### config.mk
export PLATFORM = sky130hd
export DESIGN_NAME = spi_slave
export DESIGN_NICKNAME = d
export VERILOG_FILES = /design/src/rtl/spi_slave_pkg.sv /design/src/rtl/spi_input_sync.sv /design/src/rtl/spi_slave.sv
export SDC_FILE = /design/constraint.sdc
export NUM_CORES = 1
export LEC_CHECK = 0
export BUFFER_PORTS_ARGS = -buffer_cell sky130_fd_sc_hd__buf_4
export CAP_MARGIN = 20
export CORE_MARGIN = 1
export CORE_UTILIZATION = 45
export DETAILED_ROUTE_END_ITERATION = 7
export SYNTH_ARGS = -nofsm -noshare
export SYNTH_HDL_FRONTEND = slang
export SYNTH_SLANG_ARGS = --single-unit
### constraint.sdc
create_clock -name clk -period 4.5 [get_ports clk]
set_clock_uncertainty 0.15 [all_clocks]
set_input_delay 0.675 -clock clk [delete_from_list [all_inputs] [get_ports clk]]
set_output_delay 0.675 -clock clk [all_outputs]
set_load 0.05 [all_outputs]
### src/rtl/spi_slave_pkg.sv
// Shared SPI definitions: FSM state codes, input synchronizer depth and spi_mode decode helpers.
// SPI_SLAVE_INPUT_SYNC_EN selects two-flop input synchronizers; otherwise one register stage.
package spi_slave_pkg;

   localparam int unsigned STATE_W = 2;
   localparam logic [STATE_W-1:0] ST_IDLE  = 2'd0;
   localparam logic [STATE_W-1:0] ST_LOAD  = 2'd1;
   localparam logic [STATE_W-1:0] ST_SHIFT = 2'd2;

`ifdef SPI_SLAVE_INPUT_SYNC_EN
   localparam int unsigned SYNC_STAGES = 2;
`else
   localparam int unsigned SYNC_STAGES = 1;
`endif

   function automatic logic mode_cpol(input logic [1:0] mode);
      return mode[1];
   endfunction

   function automatic logic mode_cpha(input logic [1:0] mode);
      return mode[0];
   endfunction

   // Data is sampled on the rising sclk edge when cpol and cpha agree.
   function automatic logic sample_rising(input logic [1:0] mode);
      return mode_cpol(mode) == mode_cpha(mode);
   endfunction

endpackage

### src/rtl/spi_input_sync.sv
// Single-bit input synchronizer; two flops with SPI_SLAVE_INPUT_SYNC_EN, else one register.
module spi_input_sync
   import spi_slave_pkg::*;
#(
   parameter logic RESET_VAL = 1'b0
) (
   input  logic clk,
   input  logic rst,
   input  logic d_i,
   output logic q_o
);

`ifdef SPI_SLAVE_INPUT_SYNC_EN
   logic meta_q;
   logic sync_q;

   always_ff @(posedge clk) begin
      if (rst) begin
         meta_q <= RESET_VAL;
         sync_q <= RESET_VAL;
      end else begin
         meta_q <= d_i;
         sync_q <= meta_q;
      end
   end
`else
   logic sync_q;

   always_ff @(posedge clk) begin
      if (rst) sync_q <= RESET_VAL;
      else     sync_q <= d_i;
   end
`endif

   assign q_o = sync_q;

endmodule

### src/rtl/spi_slave.sv
// SPI slave with AXI-Stream TX/RX word ports, runtime mode, bit order and word width.
// Define SPI_SLAVE_INPUT_SYNC_EN for two-flop input synchronizers (default: one stage).
module spi_slave
   import spi_slave_pkg::*;
#(
   parameter int unsigned AXIS_DATA_WIDTH = 8,
   localparam int unsigned WORD_COUNTER_WIDTH = $clog2(AXIS_DATA_WIDTH) + 1
) (
   input  logic                          clk,
   input  logic                          rst,
   input  logic [AXIS_DATA_WIDTH-1:0]    s_axis_tdata,
   input  logic                          s_axis_tvalid,
   output logic                          s_axis_tready,
   output logic [AXIS_DATA_WIDTH-1:0]    m_axis_tdata,
   output logic                          m_axis_tvalid,
   input  logic                          m_axis_tready,
   input  logic                          sclk,
   input  logic                          mosi,
   input  logic                          cs_n,
   output logic                          miso_o,
   output logic                          miso_t,
   input  logic                          enable,
   input  logic                          lsb_first,
   input  logic [1:0]                    spi_mode,
   input  logic [WORD_COUNTER_WIDTH-1:0] spi_word_width,
   output logic                          rx_overrun_error,
   output logic                          tx_underrun_error,
   output logic                          bus_active
);

   localparam int unsigned W  = AXIS_DATA_WIDTH;
   localparam int unsigned CW = WORD_COUNTER_WIDTH;
   localparam logic [CW-1:0] WIDTH_MAX = CW'(AXIS_DATA_WIDTH);

   logic sclk_s, mosi_s, cs_n_s;

   spi_input_sync #(.RESET_VAL(1'b0)) u_sync_sclk (.clk(clk), .rst(rst), .d_i(sclk), .q_o(sclk_s));
   spi_input_sync #(.RESET_VAL(1'b0)) u_sync_mosi (.clk(clk), .rst(rst), .d_i(mosi), .q_o(mosi_s));
   spi_input_sync #(.RESET_VAL(1'b1)) u_sync_cs_n (.clk(clk), .rst(rst), .d_i(cs_n), .q_o(cs_n_s));

   logic [STATE_W-1:0]     state_q, state_d;
   logic [1:0]             mode_q, mode_d;
   logic                   lsb_q, lsb_d;
   logic [CW-1:0]          width_q, width_d, bit_cnt_q, bit_cnt_d;
   logic [W-1:0]           tx_hold_q, tx_hold_d, tx_sr_q, tx_sr_d, rx_sr_q, rx_sr_d;
   logic [W-1:0]           m_tdata_q, m_tdata_d;
   logic                   tx_hold_valid_q, tx_hold_valid_d, miso_q, miso_d;
   logic                   m_tvalid_q, m_tvalid_d, overrun_q, overrun_d, underrun_q, underrun_d;
   logic                   armed_q, armed_d, sclk_prev_q;
   logic [SYNC_STAGES-1:0] prime_q;

   logic [CW-1:0] cnt_inc, align_sh;
   logic [W-1:0]  tx_load, rx_next, rx_word;
   logic          sclk_rise, sclk_fall, sample_edge, drive_edge;

   function automatic logic first_bit(input logic [W-1:0] sr, input logic lsb);
      return lsb ? sr[0] : sr[W-1];
   endfunction

   function automatic logic [W-1:0] shift_out(input logic [W-1:0] sr, input logic lsb);
      return lsb ? (sr >> 1) : (sr << 1);
   endfunction

   assign sclk_rise   = sclk_s & ~sclk_prev_q;
   assign sclk_fall   = ~sclk_s & sclk_prev_q;
   assign sample_edge = sample_rising(mode_q) ? sclk_rise : sclk_fall;
   assign drive_edge  = sample_rising(mode_q) ? sclk_fall : sclk_rise;
   assign cnt_inc     = bit_cnt_q + CW'(1);
   assign align_sh    = WIDTH_MAX - width_q;

   // MSB-first words are pre-aligned so the first bit always leaves from bit W-1.
   always_comb begin
      tx_load = tx_hold_valid_q ? tx_hold_q : '0;
      if (!lsb_q) tx_load = tx_load << align_sh;
      rx_next = lsb_q ? {mosi_s, rx_sr_q[W-1:1]} : {rx_sr_q[W-2:0], mosi_s};
      rx_word = lsb_q ? (rx_next >> align_sh) : rx_next;
   end

   always_comb begin
      state_d         = state_q;
      mode_d          = mode_q;
      lsb_d           = lsb_q;
      width_d         = width_q;
      bit_cnt_d       = bit_cnt_q;
      tx_hold_d       = tx_hold_q;
      tx_hold_valid_d = tx_hold_valid_q;
      tx_sr_d         = tx_sr_q;
      rx_sr_d         = rx_sr_q;
      miso_d          = miso_q;
      m_tdata_d       = m_tdata_q;
      m_tvalid_d      = m_tvalid_q;
      overrun_d       = overrun_q;
      underrun_d      = 1'b0;
      armed_d         = armed_q | (cs_n_s & prime_q[SYNC_STAGES-1]);

      if (s_axis_tvalid && s_axis_tready) begin
         tx_hold_d       = s_axis_tdata;
         tx_hold_valid_d = 1'b1;
      end
      if (m_tvalid_q && m_axis_tready) begin
         m_tvalid_d = 1'b0;
         overrun_d  = 1'b0;
      end

      if (cs_n_s) begin
         state_d = ST_IDLE;
         miso_d  = 1'b0;
      end else begin
         case (state_q)
            ST_IDLE: begin
               miso_d = 1'b0;
               if (enable && armed_q) begin
                  state_d = ST_LOAD;
                  mode_d  = spi_mode;
                  lsb_d   = lsb_first;
                  width_d = (spi_word_width == '0 || spi_word_width > WIDTH_MAX) ?
                            WIDTH_MAX : spi_word_width;
               end
            end
            ST_LOAD: begin
               state_d    = ST_SHIFT;
               bit_cnt_d  = '0;
               rx_sr_d    = '0;
               underrun_d = !tx_hold_valid_q;
               if (tx_hold_valid_q) tx_hold_valid_d = 1'b0;
               if (!mode_cpha(mode_q)) begin
                  miso_d  = first_bit(tx_load, lsb_q);
                  tx_sr_d = shift_out(tx_load, lsb_q);
               end else begin
                  tx_sr_d = tx_load;
               end
            end
            ST_SHIFT: begin
               // With cpha=0 the drive edge trailing the previous word must not advance the new one.
               if (drive_edge && (mode_cpha(mode_q) || bit_cnt_q != '0)) begin
                  miso_d  = first_bit(tx_sr_q, lsb_q);
                  tx_sr_d = shift_out(tx_sr_q, lsb_q);
               end
               if (sample_edge) begin
                  rx_sr_d   = rx_next;
                  bit_cnt_d = cnt_inc;
                  if (cnt_inc == width_q) begin
                     state_d    = ST_LOAD;
                     m_tdata_d  = rx_word;
                     m_tvalid_d = 1'b1;
                     if (m_tvalid_q && !m_axis_tready) overrun_d = 1'b1;
                  end
               end
            end
            default: state_d = ST_IDLE;
         endcase
      end
   end

   always_ff @(posedge clk) begin
      if (rst) begin
         state_q         <= ST_IDLE;
         mode_q          <= '0;
         lsb_q           <= 1'b0;
         width_q         <= '0;
         bit_cnt_q       <= '0;
         tx_hold_q       <= '0;
         tx_hold_valid_q <= 1'b0;
         tx_sr_q         <= '0;
         rx_sr_q         <= '0;
         miso_q          <= 1'b0;
         m_tdata_q       <= '0;
         m_tvalid_q      <= 1'b0;
         overrun_q       <= 1'b0;
         underrun_q      <= 1'b0;
         armed_q         <= 1'b0;
         sclk_prev_q     <= 1'b0;
         prime_q         <= '0;
      end else begin
         state_q         <= state_d;
         mode_q          <= mode_d;
         lsb_q           <= lsb_d;
         width_q         <= width_d;
         bit_cnt_q       <= bit_cnt_d;
         tx_hold_q       <= tx_hold_d;
         tx_hold_valid_q <= tx_hold_valid_d;
         tx_sr_q         <= tx_sr_d;
         rx_sr_q         <= rx_sr_d;
         miso_q          <= miso_d;
         m_tdata_q       <= m_tdata_d;
         m_tvalid_q      <= m_tvalid_d;
         overrun_q       <= overrun_d;
         underrun_q      <= underrun_d;
         armed_q         <= armed_d;
         sclk_prev_q     <= sclk_s;
         prime_q         <= SYNC_STAGES'({prime_q, 1'b1});
      end
   end

   assign s_axis_tready     = enable && !tx_hold_valid_q;
   assign m_axis_tdata      = m_tdata_q;
   assign m_axis_tvalid     = m_tvalid_q;
   assign miso_o            = miso_q;
   assign miso_t            = (state_q == ST_IDLE);
   assign bus_active        = (state_q != ST_IDLE);
   assign rx_overrun_error  = overrun_q;
   assign tx_underrun_error = underrun_q;

endmodule

==> summary.md, run 1 <==
| Metric | Value |
|---|---|
| Status | `finished, final reports clean` |
| DP Area | `0.00374 sq mm` |
| Hold WS | `0.315 ns` |
| Hold WC Path Type | `flop to flop` |
| CTS-repair resized insts | `0` |
| H-Tree Depth | `2` |
| Dominant synthesized flop cell | `dfxtp_1` |
| Number of global-route vias before repair | `2798` |
| Min Tclk post-route | `2.92 ns` |
| FFs w/ async S/R, synth | `0` |
| HPWL Detailed | `5910 um` |
| Pleak | `0.00145 uW` |
| Cell count after synthesis | `423` |
| Final Cycle Share | `0.648` |
| Root buf cell | `clkbuf_8` |
| DRT iter0 DRCs | `98` |
| Pin count of the biggest net entering global routing | `54` |
| Hold-fix buffers at CTS | `0` |
| CP arrival | `3.00 ns` |
| Post-synth top area share | `0.325` |
| Slew margin rel. | `0.511` |
| Final TNS setup | `0 ns` |
| Nets@finish | `469` |
| Post-synth EDFFs | `0` |
| Area contributors post-synth | `dfxtp_1, mux2i_1, nand2_1` |
| Clock slew seen by the registers of the worst setup and hold paths | `0.09 ns` |
| Vert. Die Dim | `89.6 um` |
| IO Port Bufs | `37` |
| Slew Limit Fails | `0` |
| Ratio of total power to cell area | `221 mW/mm^2` |
| CTS tree | `built` |
| Drc violations | `0` |
| Layout area overhead | `10.6%` |
| RSZ-0062 raised after global routing | `false` |
| Top-count cell post-synth | `dfxtp_1` |
| Core area | `0.00733 sq mm` |
| Worst Path Required | `4.59 ns` |
| Sequential fraction of the synthesis area | `0.325` |
| Postcts setup bufs | `0` |
| Mean Syn Cell Area | `8.17 sq um` |
| Top Ports | `38` |
| Via density | `5.75` |
| Highest clock rate | `343 MHz` |
| Worst setup SP type | `flop` |
| Syn Nets | `454` |
| Biggest area consumer among synthesized cells | `dfxtp_1` |
| Post-DRT Antenna Nets | `0` |
| Vias | `3074` |
| Netlist Area Pre-Place | `0.00345 sq mm` |
| Synth top cells by count | `dfxtp_1, nand2_1, a21oi_1` |
| Hold Vio Cnt, Final | `0` |
| Clk buf depth | `2` |
| Clk_lat worst skew | `0.31 ns` |
| Antenna violations before repair | `0` |
| Post-synth cell types | `60` |
| DR WL/cell | `15.7 um` |
| Rows | `31` |
| Sinks on the clock net | `56` |
| Endpoint type of the worst setup path | `flop` |
| All-Layer GR Usage | `0.220` |
| Max cap viols | `0` |
| Layout fillers | `706` |
| Yosys reg bits | `56` |
| Layout cells sized above 1 | `0.140` |
| Die X | `89.6 um` |
| Final Instance Area | `0.00382 sq mm` |
| Worst vdd ir | `0.149 mV` |
| Initial core utilization | `0.471` |
| First-pass GRT wire length | `13700 um` |
| Slew @ Worst Pin | `0.734 ns` |
| Crit path kind | `flop to flop` |
| Gpl congestion | `0.896` |
| Crit Path Max Fanout | `26` |
| DIE AREA | `0.00803 sq mm` |
| Final setup violation count | `0` |
| # diodes | `0` |
| Drt pass-1 iters | `4` |
| Num CTS Buffers | `5` |
| Grt total ovfl | `0` |
| Post-Route WL | `8390 um` |
| Warnings from Yosys | `0` |
==> logic make-up after synthesis <==
| family | Yosys count | synth area share |
|---|---|---|
| simple gates | 168 | 0.243 |
| xor+xnor | 9 | 0.0250 |
| buf+inv | 43 | 0.0507 |
| flops | 56 | 0.325 |
| mux | 37 | 0.130 |
| fa+ha+maj | 8 | 0.0290 |
| compound gates | 102 | 0.198 |
==> worst max-delay path, cell delays in order, from the launching register on <==
cell,delay [ns]
dfxtp_1,0.37
buf_4,0.32
inv_2,0.10
ha_1,0.78
mux2i_1,0.19
o22ai_1,0.24
nor2_1,0.09
o311ai_1,0.26
o311ai_1,0.15
a31oi_1,0.18
==> cell type report <==
cell class / instances / area, sq um / share of cell area
Clock buffer: 5 / 68.8 / 0.0180
Inverter: 9 / 33.8 / 0.00884
Multi-Input combinational cell: 324 / 2160 / 0.565
Sequential cell: 56 / 1120 / 0.293
Tap cell: 99 / 124 / 0.0324
Timing Repair Buffer: 42 / 315 / 0.0825
==> registers in the layout (all words and copies together) (netlist names), 2 cells and up, named ones only <==
| register | cells |
|---|---|
| mode_q | 2 |
| tx_hold_q | 8 |
| state_q | 2 |
| tx_sr_q | 8 |
| bit_cnt_q | 4 |
| rx_sr_q | 8 |
| width_q | 4 |
| m_axis_tdata | 8 |
==> power by group <==
| part | total, uW | switching, uW | leakage [uW] | internal, uW |
|---|---|---|---|---|
| clock network | 251 | 150 | 0.0000359 | 101 |
| registers | 516 | 12.4 | 0.000454 | 503 |
| logic | 76.2 | 43.4 | 0.000956 | 32.9 |
| total | 843 | 206 | 0.00145 | 637 |
==> placed cells by master, fill, tap and decap left out, types with 8 or more instances in the layout <==
master    instances
a21oi_1          38
a31oi_1          11
buf_4            42
dfxtp_1          56
ha_1              8
inv_1             8
mux2_1            9
mux2i_1          20
nand2_1          51
nand2b_1         10
nand3_1          24
nor2_1           37
nor2b_1          12
==> layer usage <==
layer	part of all wire	track usage	wire, um
met3	0.035	0.0311	290
met2	0.46	0.368	3900
met5	0	0	0
met4	0.017	0.0722	139
met1	0.48	0.293	4060
==> worst paths after layout <==
path | startpoint | endpoint | slack [ns] | cells after the start
worst max-delay path | width_q[0] | tx_sr_q[6] | 1.58 | 9
worst min-delay path | prime_q | armed_q | 0.31 | 2
worst max register to register | width_q[0] | tx_sr_q[6] | 1.58 | 9
worst min register to register | prime_q | armed_q | 0.31 | 2
==> stage by stage <==
stage | utilization | total power [uW] | setup WS (ns) | instances
floorplan | - | 573 | 1.86 | 423
global placement | 0.511 | 603 | 1.70 | 529
detailed placement | 0.511 | 603 | 1.62 | 529
CTS | 0.520 | 855 | 1.58 | 534
global route | 0.521 | 879 | 1.23 | 535
finish | 0.521 | 843 | 1.58 | 535
(Power assumes the default switching activity.)
==> run 2: changes to the inputs <==
ABC_AREA = 1   (was not set)
PLACE_DENSITY = 0.66   (was not set)
clock period = 2.5 ns   (was 4.5 ns; I/O delays follow)
==> run 2 against run 1 <==
Clock power is 110% higher. Power is 94% higher. Area after synthesis hardly changed. Cell area is 1.3% higher. Wire length is 2.4% higher. Non-clock buffer count is 6 higher. Die area hardly changed. Sequential power is 80% higher. Maximum frequency is 36% higher. Sequential cell count stayed put.
==> summary.md, run 2 <==
| Metric | Value |
|---|---|
| Status | `finished, final reports clean` |
| Hold path depth | `2` |
| M1 GR Usage | `0.306` |
| # diodes | `0` |
| Rows | `31` |
| Hold-fix buffers at CTS | `0` |
| Crit Path Max Fanout | `10` |
| FF-to-FF Start | `state_q[1]` |
| Count of non-filler cells in the finished layout | `665` |
| Critical Path Start | `state_q[1]` |
| Vias | `3525` |
| Area contributors post-synth | `dfxtp_1, nand2_1, nand3_1` |
| Most frequent cells in the layout | `nand2_1, nand3_1, dfxtp_1` |
| Vert. Die Dim | `89.6 um` |
| H-Tree Depth | `2` |
| Mean Syn Cell Area | `6.42 sq um` |
| Layout cells sized above 1 | `0.133` |
| Final Instance Area | `0.00387 sq mm` |
| Synth top cells by count | `nand2_1, nand3_1, dfxtp_1` |
| IO Port Bufs | `37` |
| Final TNS setup | `0 ns` |
| CP delay by family, top | `simple AND/OR/NAND/NOR gates` |
| Clk_lat worst skew | `0.31 ns` |
| R2R cell count | `8` |
| Clk buf depth | `2` |
| Met2 GRT Util | `0.384` |
| M3 GR Usage | `0.0311` |
| Sequential fraction of the synthesis area | `0.325` |
| Most common cell after layout, fill and taps aside | `nand2_1` |
| Crit path kind | `flop to flop` |
| CP max-delay cell | `dfxtp_1` |
| First-pass GRT wire length | `14400 um` |
| Post-synth EDFFs | `0` |
| Hold Path Sink | `u_sync_cs_n.q_o` |
| Pleak | `0.00174 uW` |
| Core area | `0.00733 sq mm` |
| FFs w/ async S/R, synth | `0` |
| Total Power Consumption | `1640 uW` |
| Highest clock rate | `467 MHz` |
| Warnings from Yosys | `0` |
| Cell chain of the critical path | `inv_1 > ha_2 > inv_1 > nor3_1 > clkinv_1 > nor2_1 > nand2_1 > o2111a_1` |
| CTS tree | `built` |
| Nets@finish | `596` |
| Ratio of total power to cell area | `423 mW/mm^2` |
| Via density | `5.30` |
| Netlist Area Pre-Place | `0.00345 sq mm` |
| DR WL/cell | `12.9 um` |
| HPWL Detailed | `6350 um` |
| R2r endpoint | `width_q[3]` |
| Layout area overhead | `12.1%` |
| Die X | `89.6 um` |
| Max cap viols | `0` |
| Slew Limit Fails | `0` |
| Grt total ovfl | `0` |
| Post-Route WL | `8590 um` |
| Worst Path Required | `2.57 ns` |
| Root buf cell | `clkbuf_8` |
| DP Area | `0.00377 sq mm` |
| DRT iter0 DRCs | `159` |
| CP bufs+invs | `3` |
| Post-synth top area share | `0.325` |
| Slowest stage delay, CP | `0.36 ns` |
| Gpl congestion | `0.948` |
| R2R Setup Slk | `0.36 ns` |
| Top Ports | `38` |
| Hold WC Path Type | `primary input to flop` |
| Cell count after synthesis | `538` |
| DIE AREA | `0.00803 sq mm` |
| Worst path most repeated cell | `inv_1` |
| Num CTS Buffers | `5` |
| Min Tclk post-route | `2.14 ns` |
| RSZ-0062 raised after global routing | `false` |
| Endpoint type of the worst setup path | `flop` |
| Hold Crit Start | `cs_n` |
| Yosys reg bits | `56` |
| CP arrival | `2.21 ns` |
| All-Layer GR Usage | `0.230` |
| Placed cells | `657` |
| Final setup violation count | `0` |
| Pin count of the biggest net entering global routing | `29` |
| Sinks on the clock net | `56` |
| Antenna violations before repair | `0` |
| Post-DRT Antenna Nets | `0` |
| CTS-repair resized insts | `0` |
| Worst setup SP type | `flop` |
| GR peak layer | `met2` |
| Dominant synthesized flop cell | `dfxtp_1` |
| Slew @ Worst Pin | `0.818 ns` |
| Number of global-route vias before repair | `3148` |
| Drc violations | `0` |
| Final Cycle Share | `0.857` |
| Syn Nets | `569` |
| Worst vdd ir | `0.258 mV` |
| Postcts setup bufs | `0` |
| Hold Vio Cnt, Final | `0` |
| Top-count cell post-synth | `nand2_1` |
| Clock slew seen by the registers of the worst setup and hold paths | `0.11 ns` |
| Initial core utilization | `0.471` |
| Biggest area consumer among synthesized cells | `dfxtp_1` |
| Fin util | `0.528` |
| Slew margin rel. | `0.454` |
| Post-synth cell types | `37` |
| Drt pass-1 iters | `5` |
## run 2: how the worst max path moves through the flow
| stage | end | slack (ns) | depth (start not counted) |
|---|---|---|---|
| floorplan | width_q[3] | 0.21 | 8 |
| global placement | width_q[3] | 0.43 | 8 |
| detailed placement | width_q[3] | 0.38 | 8 |
| CTS | width_q[3] | 0.35 | 8 |
| global route | width_q[3] | 0.10 | 8 |
| finish | width_q[3] | 0.36 | 8 |
## run 2: routing by layer
metal	vias up	wire length, um
li1	1804	-
met1	1611	4090
met2	98	3930
met3	12	381
met4	0	187
met5	-	0
## run 2: kinds of logic (layout without fill, tap and decap cells)
| group | after synthesis | in the layout | synth area share |
|---|---|---|---|
| AO/OA/AOI/OAI | 111 | 111 | 0.174 |
| XOR/XNOR | 6 | 6 | 0.0196 |
| adder cells (fa/ha/maj) | 8 | 8 | 0.0290 |
| buffers and inverters | 83 | 111 | 0.108 |
| flip-flops | 56 | 56 | 0.325 |
| AND/OR/NAND/NOR | 274 | 274 | 0.344 |
## run 2: per-stage QoR
stage	hold WS (ns)	worst slack, ns
2_1_floorplan	0.280	0.214
3_3_place_gp	0.286	0.434
3_5_place_dp	0.301	0.378
4_1_cts	0.0736	0.355
5_1_grt	0.0902	0.102
6_report	0.0828	0.359
## run 2: area by class of cell
class | count | area (sq um)
Fill cell | 759 | 3460
Timing Repair Buffer | 48 | 360
Sequential cell | 56 | 1120
Clock inverter | 2 | 15.0
Inverter | 55 | 206
Multi-Input combinational cell | 399 | 1960
Tap cell | 99 | 124
Clock buffer | 6 | 82.6
## run 2: report_power, final
part           switching, uW  internal, uW  leakage [uW]  total (uW)
logic                    105          65.8       0.00125         171
clock network            310           225     0.0000434         535
registers               19.4           910      0.000454         930
total                    434          1200       0.00174        1640
==> run 3: changes to the inputs <==
PLACE_DENSITY = not set   (was 0.66)
clock period = 2.55 ns   (was 2.5 ns; I/O delays follow)
==> run 3 against run 2 <==
Register-to-register slack better by 0.04 ns. Global-route usage up 0.17 points. Count of clock-buffer cells in the layout unchanged. Via count down 2.4%. Setup slack better by 0.040 ns. Sequential power down 2%. Utilization down 0.051 points. Cell area about the same. Clock power up 11%. Critical endpoint unchanged. Largest cell class unchanged.
==> summary.md, run 3 (same netlist as run 2, synthesis figures left out) <==
| Metric | Value |
|---|---|
| Status | `finished, final reports clean` |
| Final TNS setup | `0 ns` |
| # diodes | `0` |
| Hold Vio Cnt, Final | `0` |
| Clock slew seen by the registers of the worst setup and hold paths | `0.10 ns` |
| R2R cell count | `8` |
| Nets@finish | `594` |
| Hold Crit Start | `cs_n` |
| CTS-repair resized insts | `0` |
| Pleak | `0.00175 uW` |
| CP delay by family, top | `simple AND/OR/NAND/NOR gates` |
| Drt pass-1 iters | `5` |
| Grt total ovfl | `0` |
| Sinks on the clock net | `56` |
| DR WL/cell | `13.0 um` |
| Gpl congestion | `0.855` |
| Core area | `0.00733 sq mm` |
| Hold WS | `0.0996 ns` |
| Hold path depth | `2` |
| Layout area overhead | `12.0%` |
| CTS tree | `built` |
| Final setup violation count | `0` |
| Rows | `31` |
| Hold Path Sink | `u_sync_cs_n.q_o` |
| Initial core utilization | `0.471` |
| First-pass GRT wire length | `14300 um` |
| Number of global-route vias before repair | `2981` |
| Hold-fix buffers at CTS | `0` |
| CP max-delay cell | `dfxtp_1` |
| Post-DRT Antenna Nets | `0` |
| Antenna violations before repair | `0` |
| Top Ports | `38` |
| IO Port Bufs | `37` |
| Clk buf depth | `2` |
| Postcts setup bufs | `0` |
| FF-to-FF Start | `state_q[1]` |
| Root buf cell | `clkbuf_8` |
| DRT iter0 DRCs | `199` |
| Critical Path Start | `state_q[1]` |
| Slowest stage delay, CP | `0.36 ns` |
| Pin count of the biggest net entering global routing | `29` |
| Final Cycle Share | `0.844` |
| Most common cell after layout, fill and taps aside | `nand2_1` |
| Crit Path Max Fanout | `10` |
| Post-Route WL | `8650 um` |
| Endpoint type of the worst setup path | `flop` |
| Worst Path Required | `2.61 ns` |
| All-Layer GR Usage | `0.232` |
| Layout cells sized above 1 | `0.126` |
| H-Tree Depth | `2` |
| RSZ-0062 raised after global routing | `false` |
| R2R Setup Slk | `0.40 ns` |
| Drc violations | `0` |
| Highest clock rate | `465 MHz` |
| CP bufs+invs | `3` |
| Max cap viols | `0` |
| Num CTS Buffers | `5` |
| R2r endpoint | `width_q[3]` |
| Slew Limit Fails | `0` |
| Min Tclk post-route | `2.15 ns` |
| Cell chain of the critical path | `inv_1 > ha_1 > inv_1 > nor3_1 > clkinv_1 > nor2_1 > o21ai_0 > o2111a_1` |
| Crit path kind | `flop to flop` |
| Ratio of total power to cell area | `432 mW/mm^2` |
| Clk_lat worst skew | `0.31 ns` |
| Slew @ Worst Pin | `0.789 ns` |
| CP arrival | `2.21 ns` |
| Die X | `89.6 um` |
| Most frequent cells in the layout | `nand2_1, nand3_1, dfxtp_1` |
| Hold WC Path Type | `primary input to flop` |
| Worst setup SP type | `flop` |
| Via density | `5.19` |
| Vias | `3440` |
| HPWL Detailed | `6410 um` |
| Crit. path cell count | `8` |
| Vert. Die Dim | `89.6 um` |
| Worst vdd ir | `0.233 mV` |
| Slew margin rel. | `0.474` |
| DIE AREA | `0.00803 sq mm` |
| Worst path most repeated cell | `inv_1` |
==> run 3: changes by cell type in the layout (fill, tap and decap cells not counted), sizes merged <==
cell and change:
buf -2, inv +1, clkinvlp -2, bufinv +1
==> run 3: worst reg2reg max path: cells and delay by family, from the launching register on <==
kind | cells | cell delay [ns]
simple gates | 2 | 0.55
buf+inv | 3 | 0.51
flops | 1 | 0.36
compound gates | 2 | 0.26
fa+ha+maj | 1 | 0.22
==> run 3: power by group <==
part           switching, uW  total, uW  internal [uW]
Combinational            103        166           63.6
Sequential              19.6        912            892
Clock                    296        593            297
Total                    418       1670           1250
==> run 3: routing by layer <==
metal	up-vias	wire length (um)	GRT usage
met5	-	0	0
met1	1524	4160	0.319
met2	104	3970	0.383
li1	1804	-	-
met3	8	418	0.0320
met4	0	108	0.0577
==> run 3: worst max-delay path by stage <==
stage / endpoint / slack, ns
after CTS: width_q[3] / 0.40
after floorplan: width_q[3] / 0.03
after global routing: m_axis_tdata[2] / 0.21
after detailed placement: width_q[3] / 0.43
final: width_q[3] / 0.40
after global placement: width_q[3] / 0.43
==> run 3: layout make-up <==
| cell class | instances | area [sq um] |
|---|---|---|
| tap | 99 | 124 |
| timing repair buffer | 46 | 345 |
| multi-input combinational | 399 | 1960 |
| inverter | 55 | 206 |
| sequential | 56 | 1120 |
| fill | 750 | 3460 |
| clock inverter | 2 | 38.8 |
| clock buffer | 6 | 72.6 |
==> run 3: per-stage QoR <==
stage | setup slack (ns) | area [sq um] | total power, uW | utilization | instances
6_report | 0.398 | 3870 | 1670 | 0.527 | 663
5_1_grt | 0.205 | 3870 | 1760 | 0.527 | 663
4_1_cts | 0.401 | 3870 | 1700 | 0.527 | 663
3_5_place_dp | 0.426 | 3750 | 1100 | 0.512 | 655
3_3_place_gp | 0.433 | 3750 | 1100 | 0.512 | 655
2_1_floorplan | 0.0252 | 3450 | 1040 | - | 538
